<file path="src/rtl/rom_dl_writer_if.sv">
// Host download port plus program ROM / colour PROM write ports of rom_dl_writer.
// master: the download host side; slave: the writer itself.
interface rom_dl_writer_if #(
    parameter int unsigned ROM_AW  = 11,
    parameter int unsigned PROM_AW = 8
);
    logic               dl_start;
    logic               dl_end;
    logic               dl_valid;
    logic [7:0]         dl_data;
    logic               dl_ready;
    logic [ROM_AW-1:0]  rom_addr;
    logic [7:0]         rom_data;
    logic               rom_we;
    logic [PROM_AW-1:0] prom_addr;
    logic [3:0]         prom_data;
    logic               prom_we;
    logic               dl_busy;
    logic               dl_done;
    logic               dl_err;
    logic               cpu_hold;

    modport master (
        output dl_start, dl_end, dl_valid, dl_data,
        input  dl_ready, rom_addr, rom_data, rom_we, prom_addr, prom_data, prom_we,
        input  dl_busy, dl_done, dl_err, cpu_hold
    );

    modport slave (
        input  dl_start, dl_end, dl_valid, dl_data,
        output dl_ready, rom_addr, rom_data, rom_we, prom_addr, prom_data, prom_we,
        output dl_busy, dl_done, dl_err, cpu_hold
    );
endinterface

</file>
<file path="src/rtl/rom_dl_writer.sv">
// Streams host download bytes into the program ROM then the colour PROM, holding the
// game logic in reset until both images have been written.
module rom_dl_writer #(
    parameter int unsigned ROM_BYTES  = 2048,
    parameter int unsigned PROM_BYTES = 256,
    parameter int unsigned ROM_AW     = 11,
    parameter int unsigned PROM_AW    = 8
) (
    input logic            clk,
    input logic            n_reset,
    rom_dl_writer_if.slave bus
);
    typedef enum logic [2:0] {StIdle, StRom, StProm, StDone, StErr} state_e;

    state_e             state_q, state_d;
    logic [ROM_AW-1:0]  count_q, count_d;
    logic [ROM_AW-1:0]  rom_addr_q, rom_addr_d;
    logic [7:0]         rom_data_q, rom_data_d;
    logic               rom_we_q, rom_we_d;
    logic [PROM_AW-1:0] prom_addr_q, prom_addr_d;
    logic [3:0]         prom_data_q, prom_data_d;
    logic               prom_we_q, prom_we_d;
    logic               done_q, done_d;
    logic               err_q, err_d;
    logic               hold_q, hold_d;
    logic               loading;
    logic               accept;

    assign loading = (state_q == StRom) || (state_q == StProm);
    // A byte offered alongside dl_start belongs to the aborted stream and is dropped.
    assign accept  = bus.dl_valid && loading && !bus.dl_start;

    always_ff @(posedge clk or negedge n_reset) begin
        if (!n_reset) begin
            state_q     <= StIdle;
            count_q     <= '0;
            rom_addr_q  <= '0;
            rom_data_q  <= '0;
            rom_we_q    <= 1'b0;
            prom_addr_q <= '0;
            prom_data_q <= '0;
            prom_we_q   <= 1'b0;
            done_q      <= 1'b0;
            err_q       <= 1'b0;
            hold_q      <= 1'b1;
        end else begin
            state_q     <= state_d;
            count_q     <= count_d;
            rom_addr_q  <= rom_addr_d;
            rom_data_q  <= rom_data_d;
            rom_we_q    <= rom_we_d;
            prom_addr_q <= prom_addr_d;
            prom_data_q <= prom_data_d;
            prom_we_q   <= prom_we_d;
            done_q      <= done_d;
            err_q       <= err_d;
            hold_q      <= hold_d;
        end
    end

    always_comb begin
        state_d     = state_q;
        count_d     = count_q;
        rom_addr_d  = rom_addr_q;
        rom_data_d  = rom_data_q;
        rom_we_d    = 1'b0;
        prom_addr_d = prom_addr_q;
        prom_data_d = prom_data_q;
        prom_we_d   = 1'b0;
        done_d      = done_q;
        err_d       = err_q;
        hold_d      = hold_q;

        if (bus.dl_start) begin
            state_d = StRom;
            count_d = '0;
            done_d  = 1'b0;
            err_d   = 1'b0;
            hold_d  = 1'b1;
        end else begin
            unique case (state_q)
                StRom: begin
                    if (accept) begin
                        rom_addr_d = count_q;
                        rom_data_d = bus.dl_data;
                        rom_we_d   = 1'b1;
                        if (count_q == ROM_AW'(ROM_BYTES - 1)) begin
                            count_d = '0;
                            state_d = StProm;
                        end else begin
                            count_d = count_q + ROM_AW'(1);
                        end
                    end
                    if (bus.dl_end) begin
                        state_d = StErr;
                        err_d   = 1'b1;
                    end
                end
                StProm: begin
                    if (accept) begin
                        prom_addr_d = count_q[PROM_AW-1:0];
                        prom_data_d = bus.dl_data[3:0];
                        prom_we_d   = 1'b1;
                        count_d     = count_q + ROM_AW'(1);
                        if (bus.dl_data[7:4] != 4'h0) begin
                            err_d = 1'b1;
                        end
                    end
                    // Completion takes priority over a coincident dl_end.
                    if (accept && (count_q == ROM_AW'(PROM_BYTES - 1))) begin
                        state_d = StDone;
                        done_d  = 1'b1;
                        hold_d  = 1'b0;
                    end else if (bus.dl_end) begin
                        state_d = StErr;
                        err_d   = 1'b1;
                    end
                end
                default: ;
            endcase
        end
    end

    assign bus.dl_ready  = loading && !bus.dl_start;
    assign bus.dl_busy   = loading;
    assign bus.rom_addr  = rom_addr_q;
    assign bus.rom_data  = rom_data_q;
    assign bus.rom_we    = rom_we_q;
    assign bus.prom_addr = prom_addr_q;
    assign bus.prom_data = prom_data_q;
    assign bus.prom_we   = prom_we_q;
    assign bus.dl_done   = done_q;
    assign bus.dl_err    = err_q;
    assign bus.cpu_hold  = hold_q;
endmodule

</file>
<file path="src/flat_wrapper.sv">
// flat-port wrapper written by rule: the top's interface ports become plain ports
module rom_dl_writer_flat 
#(
    parameter int unsigned ROM_BYTES  = 2048,
    parameter int unsigned PROM_BYTES = 256,
    parameter int unsigned ROM_AW     = 11,
    parameter int unsigned PROM_AW    = 8
)
  (clk, n_reset, bus_dl_start, bus_dl_end, bus_dl_valid, bus_dl_data, bus_dl_ready, bus_rom_addr, bus_rom_data, bus_rom_we, bus_prom_addr, bus_prom_data, bus_prom_we, bus_dl_busy, bus_dl_done, bus_dl_err, bus_cpu_hold);
  rom_dl_writer_if #(.ROM_AW(ROM_AW), .PROM_AW(PROM_AW)) bus_i ();
  input logic clk;
  input logic n_reset;
  input wire logic [$bits(bus_i.dl_start)-1:0] bus_dl_start;
  input wire logic [$bits(bus_i.dl_end)-1:0] bus_dl_end;
  input wire logic [$bits(bus_i.dl_valid)-1:0] bus_dl_valid;
  input wire logic [$bits(bus_i.dl_data)-1:0] bus_dl_data;
  output wire logic [$bits(bus_i.dl_ready)-1:0] bus_dl_ready;
  output wire logic [$bits(bus_i.rom_addr)-1:0] bus_rom_addr;
  output wire logic [$bits(bus_i.rom_data)-1:0] bus_rom_data;
  output wire logic [$bits(bus_i.rom_we)-1:0] bus_rom_we;
  output wire logic [$bits(bus_i.prom_addr)-1:0] bus_prom_addr;
  output wire logic [$bits(bus_i.prom_data)-1:0] bus_prom_data;
  output wire logic [$bits(bus_i.prom_we)-1:0] bus_prom_we;
  output wire logic [$bits(bus_i.dl_busy)-1:0] bus_dl_busy;
  output wire logic [$bits(bus_i.dl_done)-1:0] bus_dl_done;
  output wire logic [$bits(bus_i.dl_err)-1:0] bus_dl_err;
  output wire logic [$bits(bus_i.cpu_hold)-1:0] bus_cpu_hold;
  assign bus_i.dl_start = bus_dl_start;
  assign bus_i.dl_end = bus_dl_end;
  assign bus_i.dl_valid = bus_dl_valid;
  assign bus_i.dl_data = bus_dl_data;
  assign bus_dl_ready = bus_i.dl_ready;
  assign bus_rom_addr = bus_i.rom_addr;
  assign bus_rom_data = bus_i.rom_data;
  assign bus_rom_we = bus_i.rom_we;
  assign bus_prom_addr = bus_i.prom_addr;
  assign bus_prom_data = bus_i.prom_data;
  assign bus_prom_we = bus_i.prom_we;
  assign bus_dl_busy = bus_i.dl_busy;
  assign bus_dl_done = bus_i.dl_done;
  assign bus_dl_err = bus_i.dl_err;
  assign bus_cpu_hold = bus_i.cpu_hold;
  rom_dl_writer #(.ROM_BYTES(ROM_BYTES), .PROM_BYTES(PROM_BYTES), .ROM_AW(ROM_AW), .PROM_AW(PROM_AW)) u_core (.clk(clk), .n_reset(n_reset), .bus(bus_i));
endmodule
</file>
<file path="config.mk">
export PLATFORM = sky130hd
export DESIGN_NAME = rom_dl_writer_flat
export DESIGN_NICKNAME = d
export VERILOG_FILES = /design/src/rtl/rom_dl_writer_if.sv /design/src/rtl/rom_dl_writer.sv /design/src/flat_wrapper.sv
export SDC_FILE = /design/constraint.sdc
export NUM_CORES = 1
export LEC_CHECK = 0
export ABC_AREA = 0
export BUFFER_PORTS_ARGS = -buffer_cell sky130_fd_sc_hd__buf_4
export CAP_MARGIN = 20
export CORE_ASPECT_RATIO = 0.8
export CORE_MARGIN = 2
export CORE_UTILIZATION = 48
export DETAILED_ROUTE_END_ITERATION = 16
export HOLD_SLACK_MARGIN = 0.12
export PLACE_DENSITY = 0.74
export SETUP_SLACK_MARGIN = 0.15
export SLEW_MARGIN = 40
export SYNTH_ARGS = -nofsm -noshare
export SYNTH_HDL_FRONTEND = slang
export SYNTH_SLANG_ARGS = --single-unit
</file>
<file path="constraint.sdc">
create_clock -name clk -period 1.8 [get_ports clk]
set_clock_uncertainty 0.2 [all_clocks]
set_input_delay 0.18 -clock clk [delete_from_list [all_inputs] [get_ports clk]]
set_output_delay 0.18 -clock clk [all_outputs]
set_load 0.005 [all_outputs]
</file>
==> flow_summary.json, run 1 <==
{
  "final-instance-count-excl-fill": 350,
  "fp-row-count": 22,
  "fin_crit_ns": 1.950,
  "cts_root_buf": "clkbuf_8",
  "synth_area_leaders": "dfrtp_1, mux2_2, a21oi_1",
  "pwr-share-comb": 0.337,
  "synth_nets": 192,
  "cp_max_fo": 5,
  "p_seq_frac": 0.458,
  "synth_area_um2": 2226,
  "finalNetCount": 303,
  "viasPerCell": 5.549,
  "rsz0062_at_grt": "yes",
  "dieArea_um2": 5202,
  "gp_congestion": 0.8310,
  "overflow": 0,
  "dp_cells": 308,
  "route.detailed.drc": 0,
  "setup_viol": 46,
  "fmax_ghz": 0.5127,
  "grt_max_degree": 51,
  "cp.required_ns": 1.79,
  "reg2reg_from": "u_core.state_q[2]$_DFFE_PN0P_",
  "syn_to_final_growth_pct": 61.33,
  "p_clk_frac": 0.205,
  "antenna_cells": 0,
  "netlist_instances": 178,
  "dpl.hpwl_um": 3468,
  "cts_htree_levels": 2,
  "grt_pass1_vias": 1805,
  "drv_slew": 0,
  "port_buffers": 50,
  "synth_top_area_frac": 0.5509,
  "antenna_found_initial": 0,
  "arrival_ns": 1.94,
  "clk_latency_ns": 0.31,
  "layout_common_cells": "buf_4, dfrtp_1, mux2_2",
  "powerDensity_nw_per_um2": 865.6,
  "tightest_slew_ns": 0.6091,
  "criticalPathCategory": "reg -> reg",
  "failed_checks": "setup timing",
  "grt_pass1_wl_um": 8528,
  "max_cap_viol_count": 0,
  "hp-class": "in -> reg",
  "drive_gt1_frac": 0.6069,
  "endpoint": "u_core.state_q[1]$_DFFE_PN0P_",
  "vias": 1942,
  "synth_seq_area_share": 0.5627,
  "die_x_um": 80.14,
  "ant_nets": 0,
  "die_y_um": 64.91,
  "hold_viol": 0,
  "power.leakage_uw": 0.001718,
  "cts_inserted_buffers": 5,
  "synth_cell_type_count": 41,
  "whs_ns": 0.1361,
  "fp.coreArea_um2": 4514,
  "dr.first_iter.drc_count": 177,
  "r2r_setup_slack_ns": -0.15,
  "clock-sinks": 50,
  "clk_path_buf_depth": 2,
  "drtPass1Iterations": 4,
  "yosysWarnings": 0,
  "worst_r2r_path_depth": 4,
  "outcome": "complete, but fails checks",
  "endpoint_kind": "flip-flop",
  "wire_per_inst_um": 19.37,
  "synth_top_cell_by_area": "dfrtp_1",
  "syn_avg_cell_area_um2": 12.50,
  "ios": 51,
  "cts_tree": "done",
  "cp-start-kind": "flip-flop",
  "start_util": 0.4931,
  "grt_usage": 0.2150,
  "slew_headroom": 0.5940,
  "startpoint": "u_core.state_q[2]$_DFFE_PN0P_",
  "period_share": 1.084,
  "p_int_uw": 2199,
  "worstReg2RegEnd": "u_core.state_q[1]$_DFFE_PN0P_",
  "ys_ff_latch": 50,
  "vdd_ir_drop_max_mv": 0.5550,
  "netSwitchingFraction": 0.2927,
  "p_sw_uw": 909.8,
  "final_common_cell": "buf_4",
  "wl_um": 6779,
  "clkTransAtPathRegs_ns": 0.08,
  "layout_setup_ws_ns": -0.1505,
  "final_util": 0.7955
}
[state kept, by name, indices dropped and copies added, names as in the netlist]
signal and flops:
u_core.bus.dl_done 1, u_core.bus.rom_we 1, u_core.bus.prom_we 1, u_core.count_q 11
u_core.bus.rom_addr 11, u_core.bus.dl_err 1, u_core.bus.prom_addr 8, u_core.bus.prom_data 4
u_core.bus.cpu_hold 1, u_core.bus.rom_data 8, u_core.state_q 3
[per-layer routing]
layer | track usage | share of wire | vias up
li1 | - | - | 880
met1 | 0.2873 | 0.43 | 991
met2 | 0.3479 | 0.50 | 64
met3 | 0.04596 | 0.060 | 7
met4 | 0.07627 | 0.0084 | 0
met5 | 0 | 0 | -
[cell usage after synthesis]
| cell | count |
|---|---|
| mux2_2 | 31 |
| nor3b_1 | 1 |
| xnor2_1 | 1 |
| o21ai_0 | 5 |
| nor3b_2 | 1 |
| o21a_1 | 1 |
| and3_1 | 1 |
| a31oi_1 | 1 |
| o41ai_2 | 1 |
| and2_1 | 1 |
| o41ai_1 | 1 |
| or3b_4 | 1 |
| nor2_1 | 5 |
| or2_4 | 1 |
| a211oi_1 | 2 |
| o32ai_1 | 1 |
| dfstp_2 | 1 |
| a22o_1 | 1 |
| nor3_1 | 4 |
| ha_1 | 1 |
| buf_2 | 4 |
| nand4_4 | 1 |
| nand3_1 | 7 |
| inv_1 | 6 |
| clkbuf_1 | 3 |
| a21oi_1 | 10 |
| or3_1 | 5 |
| a211o_1 | 1 |
| or3b_2 | 1 |
| nand2_1 | 7 |
| or4_1 | 4 |
| nor4_4 | 1 |
| nand2b_1 | 1 |
| nand3b_1 | 2 |
| o31a_1 | 1 |
| a21o_1 | 3 |
| o31ai_1 | 5 |
| dfrtp_1 | 49 |
| xor2_1 | 2 |
| a311oi_1 | 1 |
| nor4_1 | 2 |
[worst min-delay path by stage]
stage | end | cells past startpoint | startpoint
5_1_grt | u_core.count_q[7]$_DFFE_PN0P_ | 5 | bus_dl_start
3_3_place_gp | u_core.bus.prom_we$_DFF_PN0_ | 1 | n_reset
6_report | u_core.count_q[7]$_DFFE_PN0P_ | 5 | bus_dl_start
3_5_place_dp | u_core.bus.prom_we$_DFF_PN0_ | 1 | n_reset
2_1_floorplan | u_core.bus.dl_done$_DFFE_PN0P_ | 0 | n_reset
4_1_cts | u_core.state_q[1]$_DFFE_PN0P_ | 5 | bus_dl_start
[critical path, stage by stage, from the launching register on]
cell and delay, ns:
dfrtp_2 0.44, or3b_4 0.40, nor4_4 0.32, a211oi_1 0.17
a311oi_1 0.31
[kinds of logic after synthesis]
group                    synth area share
flip-flops                         0.5627
AND/OR/NAND/NOR                    0.1344
AO/OA/AOI/OAI                      0.1046
multiplexers                       0.1568
buffers and inverters             0.02417
XOR/XNOR                          0.01181
adder cells (fa/ha/maj)          0.005620
[per-stage QoR]
step / setup WS, ns / power (µW) / setup TNS (ns) / instance area [µm²]
after floorplan: -0.01083 / 1763 / -0.01083 / 2305
after global placement: -0.04112 / 2180 / -0.5355 / 2953
after detailed placement: -0.05559 / 2204 / -0.4113 / 2953
after CTS: -0.01254 / 2879 / -0.05744 / 3237
after global routing: -0.2123 / 3259 / -5.993 / 3591
final: -0.1505 / 3108 / -4.018 / 3591
[power groups by stage]
stage	Clock [µW]	Combinational (µW)	Sequential, µW
6_report	638	1050	1420
5_1_grt	701	1120	1440
4_1_cts	644	827	1410
3_5_place_dp	0	777	1430
3_3_place_gp	0	760	1420
2_1_floorplan	0	343	1420
[layout make-up]
class                      instances  area, µm²
sequential                        50       1256
clock inverter                     1      7.507
fill                             253      923.4
tap                               60      75.07
multi-input combinational        116       1160
timing repair buffer             110      989.7
inverter                           6      26.28
clock buffer                       7      76.32
[what timing repair did]
item                                    CTS  global route
endpoints found under the setup margin   50            50
pin swaps                                12            14
hold buffers                             12             0
endpoints found under the hold margin    72             0
setup buffers                             4            13
resized for setup                        13            33
cloned                                    0             5
No activity file was read; power rests on OpenSTA's default activity.
==> run 2: changes to the inputs <==
- CORE_UTILIZATION: 48 -> 57
- PLACE_DENSITY: 0.74 -> 0.83
- clock period: 1.8 -> 2.49 ns (I/O delays scaled with it)
==> flow_summary.json, run 2 (synthesis gave the netlist of run 1 again) <==
{
  "dpl.hpwl_um": 3169,
  "fp.coreArea_um2": 3779,
  "cts_resized": 0,
  "power.leakage_uw": 0.001381,
  "drv_slew": 0,
  "p_sw_uw": 537.5,
  "cts_tree": "done",
  "drtPass1Iterations": 4,
  "whs_ns": 0.2312,
  "cts_root_buf": "clkbuf_8",
  "vias": 1678,
  "fp-row-count": 20,
  "grt_max_degree": 51,
  "port_buffers": 50,
  "cp-start-kind": "flip-flop",
  "period_share": 0.8856,
  "die_y_um": 59.90,
  "clk_latency_ns": 0.29,
  "cp.required_ns": 2.45,
  "dr.first_iter.drc_count": 68,
  "antenna_cells": 0,
  "ant_nets": 0,
  "clk_path_buf_depth": 2,
  "max_cap_viol_count": 0,
  "grt_usage": 0.2356,
  "drive_gt1_frac": 0.4132,
  "tightest_slew_ns": 0.6397,
  "route.detailed.drc": 0,
  "overflow": 0,
  "grt_pass1_wl_um": 7748,
  "clock-sinks": 50,
  "netSwitchingFraction": 0.2758,
  "tns_ns": 0,
  "ios": 51,
  "p_int_uw": 1411,
  "pwr-share-comb": 0.252,
  "clkTransAtPathRegs_ns": 0.08,
  "start_util": 0.5891,
  "arrival_ns": 2.16,
  "syn_to_final_growth_pct": 28.33,
  "fin_crit_ns": 2.205,
  "antenna_found_initial": 0,
  "cp_max_fo": 6,
  "ctsHoldBuffers": 11,
  "hold_viol": 0,
  "cts_htree_levels": 2,
  "viasPerCell": 5.650,
  "fillers": 265,
  "slew_headroom": 0.5696,
  "vdd_ir_drop_max_mv": 0.5252,
  "die_x_um": 73.87,
  "setup_viol": 0,
  "rsz0062_at_grt": "no",
  "cts_setup_buffers": 0,
  "endpoint_kind": "flip-flop",
  "grt_pass1_vias": 1589,
  "outcome": "completed",
  "hp-class": "in -> reg",
  "powerDensity_nw_per_um2": 682.2,
  "dieArea_um2": 4424,
  "final_common_cell": "buf_4",
  "layout_common_cells": "buf_4, dfrtp_1, mux2_2",
  "p_clk_frac": 0.223,
  "fmax_ghz": 0.4535,
  "finalNetCount": 256,
  "wl_um": 4806,
  "wire_per_inst_um": 16.18,
  "p_seq_frac": 0.525,
  "cts_inserted_buffers": 5,
  "gp_congestion": 0.8381,
  "criticalPathCategory": "reg -> reg"
}
## run 2: cell count changes in the layout (fill, tap and decap cells not counted), sizes merged
cell,change
clkinv,+2
clkbuf,-5
a31oi,-1
inv,+1
clkinvlp,-2
buf,-42
dlymetal6s4s,-1
## run 2: final timing paths
path / startpoint / endpoint / slack [ns] / depth (start not counted)
max: u_core.count_q[0]$_DFFE_PN0P_ / u_core.count_q[0]$_DFFE_PN0P_ / 0.28 / 5
min: bus_dl_valid / u_core.bus.prom_we$_DFF_PN0_ / 0.23 / 4
max reg2reg: u_core.count_q[0]$_DFFE_PN0P_ / u_core.count_q[0]$_DFFE_PN0P_ / 0.28 / 5
min reg2reg: u_core.bus.dl_done$_DFFE_PN0P_ / u_core.bus.dl_done$_DFFE_PN0P_ / 0.31 / 1
max in group asynchronous: n_reset / u_core.count_q[1]$_DFFE_PN0P_ / 1.37 / 2
min in group asynchronous: n_reset / u_core.bus.prom_data[2]$_DFFE_PN0P_ / 0.32 / 2
## run 2: layer usage
metal / track usage / vias up / share of wire / wire length, µm
li1: - / 779 / - / -
met1: 0.3292 / 827 / 0.44 / 2128
met2: 0.3839 / 67 / 0.49 / 2333
met3: 0.04890 / 5 / 0.063 / 302
met4: 0.05455 / 0 / 0.0085 / 41
met5: 0 / - / 0 / 0
## run 2: area by class of cell
class                      instances  area (µm²)  area share
clock buffer                       5       68.82     0.02409
multi-input combinational        115       925.9      0.3241
clock inverter                     2       10.01    0.003504
sequential                        50        1252      0.4385
inverter                           6       22.52    0.007884
tap                               55       68.82     0.02409
timing repair buffer              64       508.0      0.1778
## run 2: critical path, stage by stage (launching register included)
cell,delay (ns)
dfrtp_1,0.43
ha_1,0.24
nand3_1,0.18
or2_4,0.30
o41ai_2,0.60
nor2_1,0.11
## run 2: power groups by stage
stage                     sequential, µW  combinational [µW]  clock, µW
after floorplan                     1020                 223          0
after global placement              1030                 457          0
after detailed placement            1030                 470          0
after CTS                           1020                 485        450
after global routing                1040                 537        480
final                               1020                 491        435
## run 2: stage by stage
| step | total power (µW) | utilization | instances | setup WS [ns] | cell area, µm² |
|---|---|---|---|---|---|
| final | 1949 | 0.7560 | 297 | 0.2850 | 2856 |
| after global routing | 2055 | 0.7560 | 297 | 0.1724 | 2856 |
| after global placement | 1485 | 0.7043 | 279 | 0.4041 | 2661 |
| after floorplan | 1244 | - | 178 | 0.5657 | 2226 |
| after detailed placement | 1504 | 0.7043 | 279 | 0.3388 | 2661 |
| after CTS | 1954 | 0.7543 | 297 | 0.3095 | 2850 |
